--- src/rtl/sdram_test_pkg.sv ---
`default_nettype none
// ============================================================================
// Module   : sdram_test_pkg
// Purpose  : Shared FSM encodings, pattern codes and LFSR definition for the
//            SDRAM address-sweep checker.
// Revision : 1.0 - initial release
// ============================================================================
package sdram_test_pkg;

    typedef logic [2:0] state_t;

    localparam state_t c_ST_IDLE    = 3'd0;
    localparam state_t c_ST_WR_REQ  = 3'd1;
    localparam state_t c_ST_RD_REQ  = 3'd2;
    localparam state_t c_ST_RD_WAIT = 3'd3;
    localparam state_t c_ST_FINISH  = 3'd4;

    localparam logic [1:0] c_PAT_ADDR    = 2'd0;
    localparam logic [1:0] c_PAT_INV     = 2'd1;
    localparam logic [1:0] c_PAT_CHECKER = 2'd2;
    localparam logic [1:0] c_PAT_LFSR    = 2'd3;

    localparam logic [15:0] c_LFSR_SEED = 16'hACE1;
    // x^16+x^14+x^13+x^11+1 in right-shift form: feedback from bits 0,2,3,5
    localparam logic [15:0] c_LFSR_TAPS = 16'h002D;

    function automatic logic [15:0] lfsr_next(input logic [15:0] s);
        return {^(s & c_LFSR_TAPS), s[15:1]};
    endfunction

endpackage
`default_nettype wire

--- src/rtl/sweep_pattern_gen.sv ---
`default_nettype none
// ============================================================================
// Module   : sweep_pattern_gen
// Purpose  : Produces the data word for the current sweep address; the LFSR
//            pattern advances on step and restarts on seed.
// Revision : 1.0 - initial release
// ============================================================================
module sweep_pattern_gen
    import sdram_test_pkg::*;
#(
    parameter int DATA_W = 16
)(
    input  logic              clk,
    input  logic              rst_n,
    input  logic [1:0]        sel,
    input  logic [15:0]       addr,
    input  logic              seed,
    input  logic              step,
    output logic [DATA_W-1:0] word
);

    logic [15:0] r_lfsr;
    logic [15:0] w_pat;

    always_ff @(posedge clk or negedge rst_n) begin
        if (!rst_n) begin
            r_lfsr <= c_LFSR_SEED;
        end else if (seed) begin
            r_lfsr <= c_LFSR_SEED;
        end else if (step) begin
            r_lfsr <= lfsr_next(r_lfsr);
        end
    end

    always_comb begin
        w_pat = 16'h0000;
        case (sel)
            c_PAT_ADDR:    w_pat = addr;
            c_PAT_INV:     w_pat = ~addr;
            c_PAT_CHECKER: w_pat = addr[0] ? 16'h5555 : 16'hAAAA;
            default:       w_pat = r_lfsr;
        endcase
    end

    assign word = DATA_W'(w_pat);

endmodule
`default_nettype wire

--- config.mk ---
export PLATFORM = sky130hd
export DESIGN_NAME = sweep_pattern_gen
export DESIGN_NICKNAME = d
export VERILOG_FILES = /design/src/rtl/sdram_test_pkg.sv /design/src/rtl/sweep_pattern_gen.sv
export SDC_FILE = /design/constraint.sdc
export NUM_CORES = 1
export LEC_CHECK = 0
export CAP_MARGIN = 30
export CORE_UTILIZATION = 41
export DETAILED_ROUTE_END_ITERATION = 12
export GPL_TIMING_DRIVEN = 1
export PLACE_DENSITY = 0.8
export SYNTH_ARGS = -nofsm -noshare
export SYNTH_HDL_FRONTEND = slang
export SYNTH_SLANG_ARGS = --single-unit
--- constraint.sdc ---
create_clock -name clk -period 1 [get_ports clk]
set_input_delay 0.1 -clock clk [delete_from_list [all_inputs] [get_ports clk]]
set_output_delay 0.1 -clock clk [all_outputs]
set_load 0.05 [all_outputs]
==> results by group <==
Worst setup path
  • Worst setup SP type: register
  • CP Capture Type: output port
  • CP Class: register to output port
  • CP required: 0.90 ns
  • Slowest stage cell, crit path: dfstp_2
  • Cell depth of the worst flop-to-flop path: 5
  • Critical-path maximum fanout: 2
  • Cell Chain, Critical Path: a21oi_4 > a21boi_4 > buf_12
  • Crit path DAT: 1.34 ns
  • CP peak stage delay: 0.60 ns

Placed design
  • Setup Slack @ Placement: -0.5343 ns
  • Hpwl dp: 2269 µm
  • I/O Buffers: 37
  • RD Place Congestion: 0.7894

Global routing
  • Largest net degree at the start of global routing: 18
  • Total grt overflow: 0
  • Initial antenna violation count: 0
  • Gr usage total: 0.2874
  • First-pass GRT wire length: 5844 µm
  • Vias in the first global route: 1,224

Timing
  • Final setup viols: 23
  • Final max-slew violation count: 0
  • Final worst-path cycle share: 1.437
  • Final Hold Viols: 0
  • Period minus WS final: 1.437 ns
  • Fmax: 0.6958 GHz
  • Slew @ Worst Pin: 0.3221 ns
  • Worst setup margin: -0.4372 ns
  • Worst hold margin: 0.09641 ns
  • Max_slew headroom: 0.7852
  • RSZ-0062 raised after global routing: yes
  • Setup Skew: 0.004356 ns

Logic synthesis
  • Seq cells post-synth: 16
  • Post-Synth XOR/XNOR Area: 0.1389
  • Synth Area per Inst: 8.866 µm²
  • Top cell type's share of synthesized area: 0.1852
  • Synth Instances: 128
  • Post-synthesis mux area share: 0.1323
  • Synth Area in Adders: 0
  • Synth warnings: 0
  • Compound-Gate Fraction of Synth Area: 0.08269
  • Synth cell types: 21
  • Simple-Gate Fraction of Synth Area: 0.2172
  • Top cells by area, synth: dfstp_2 (19%), dfrtp_1 (18%), xnor2_1 (14%)
  • Largest family of logic cells by synthesized area: simple AND/OR/NAND/NOR gates
  • Area leader, netlist: dfstp_2
  • Syn_nets: 150
  • Mapped cell area: 0.001135 mm²
  • Sequential area share after synthesis: 0.3616

Final layout
  • Commonest non-fill, non-tap cell in the layout: buf_4
  • Most frequent cells in the layout: buf_4 (27), clkdlybuf4s50_1 (18), buf_12 (18)
  • Fillers: 81
  • Largest registers: r_lfsr x16
  • Layout cells sized above 1: 0.5803
  • Area delta synth->final: 105.2%
  • # diodes: 0
  • Final nets: 216
  • Largest Register: r_lfsr
  • Largest register FFs: 16

Power
  • NetSw: 0.0009702 W
  • Lkg Pwr: 1.066 nW
  • Pint: 0.001612 W
  • Switching share of power: 0.3757
  • Design Power: 0.002583 W
  • Max VDD drop: 0.001299 V
  • Combinational share of power: 0.539
  • Sequential group share of total power: 0.287
  • Clk pwr share: 0.174
  • Power Density: 1109 mW/mm²

Clock network
  • CTS root buffer: clkbuf_4
  • CTS tree: yes
  • Max Root-Sink Buffers: 2
  • Clock latency on the worst-skew pair: 0.30 ns
  • CTS Buf Count: 3
  • CTS clock-pin slew for the worst setup and hold paths: 0.10 ns
  • Hold-fix buffers at CTS: 0
  • Clock sinks: 16
  • CTS H-tree depth: 1

Floorplanning
  • Die Y: 54.61 µm
  • I/O pin count: 38
  • Core area: 0.002545 mm²
  • Die Wd: 54.61 µm
  • Initial Util: 0.4459
  • Overall die area: 0.002982 mm²
  • Placement row count: 18

Drt
  • DRC viols: 0
  • DRT Wirelength: 4983 µm
  • DRT antenna net count: 0
  • First drt pass iteration count: 4
  • Vias per Instance: 5.892
  • First DRT Iteration DRCs: 48
  • Routed vias: 1,314
  • WL/cell: 22.35 µm

Run status
  • Failing checks: setup timing
  • Status: complete, but fails checks

Min path
  • Hold Crit Class: input port to asynchronous set/reset pin

Run
  • Max-cap viol count: 0
## worst max-delay path: cells and delay by family, from the launching register on
kind / cells / cell delay (ns)
compound gates: 2 / 0.29
flops: 1 / 0.60
buf+inv: 1 / 0.16
## per-layer routing
metal / global-route usage / up-vias / share of wire
met5: 0 / - / 0
met2: 0.4739 / 95 / 0.47
met1: 0.3178 / 626 / 0.40
met4: 0.1838 / 0 / 0.049
met3: 0.08611 / 28 / 0.080
li1: - / 565 / -
## cells in the mapped netlist
master / instances
buf_4: 1
nor2_1: 9
buf_6: 3
clkbuf_1: 2
dfstp_2: 8
clkbuf_2: 1
nand3_1: 15
mux2i_1: 15
inv_1: 1
nor3_1: 1
o21ai_1: 15
nand2_1: 7
a21boi_1: 1
buf_2: 3
or2_1: 1
buf_1: 1
xnor2_1: 18
dfrtp_1: 8
a21oi_1: 1
a31oi_1: 1
nand2b_1: 16
## per-stage QoR
step	TNS [ns]	instances	util	area [µm²]
floorplan	-1.529	128	-	1169
global placement	-8.729	204	0.7227	1839
detailed placement	-10.09	204	0.7227	1839
CTS	-4.850	217	0.8225	2093
global route	-6.380	223	0.9149	2328
finish	-5.875	223	0.9149	2328
## power by group through the flow
stage | clock [W] | sequential [W] | combinational [W]
after CTS | 0.000425 | 0.000729 | 0.00121
after floorplan | 0 | 0.000738 | 0.000562
after global placement | 0 | 0.000742 | 0.00107
after detailed placement | 0 | 0.000744 | 0.00109
after global routing | 0.000471 | 0.000741 | 0.00144
final | 0.000449 | 0.000740 | 0.00139
## path summary, 6_finish.rpt
kind                                        startpoint                endpoint  slack (ns)
worst min-delay path                             rst_n   r_lfsr[1]$_DFFE_PN0P_         0.1
max in group asynchronous                        rst_n   r_lfsr[6]$_DFFE_PN1P_        0.66
worst max-delay path             r_lfsr[0]$_DFFE_PN1P_                 word[0]       -0.44
worst max register to register   r_lfsr[0]$_DFFE_PN1P_  r_lfsr[15]$_DFFE_PN1P_       -0.25
worst min register to register  r_lfsr[13]$_DFFE_PN1P_  r_lfsr[13]$_DFFE_PN1P_        0.70
min in group clk                                  seed  r_lfsr[15]$_DFFE_PN1P_        0.49
## layout make-up
cell class | count | area [µm²] | area share
repair buffers | 72 | 863.3 | 0.3708
flip-flops and latches | 16 | 410.4 | 0.1762
multi-input cells | 100 | 977.2 | 0.4197
inverters | 1 | 3.754 | 0.001612
well taps | 30 | 37.54 | 0.01612
clock buffers | 4 | 36.28 | 0.01558
## what timing repair did
item                       CTS  global route
setup endpoints to repair   17            18
buffers inserted             7             6
pin swaps                   19             3
hold endpoints to repair     0             0
gates cloned                 2             0
resized for setup           30            31
## kinds of logic after synthesis
family | after synthesis
compound gates | 18
xor+xnor | 18
buf+inv | 12
flops | 16
mux | 15
simple gates | 49
No activity file was read; power rests on OpenSTA's default activity.
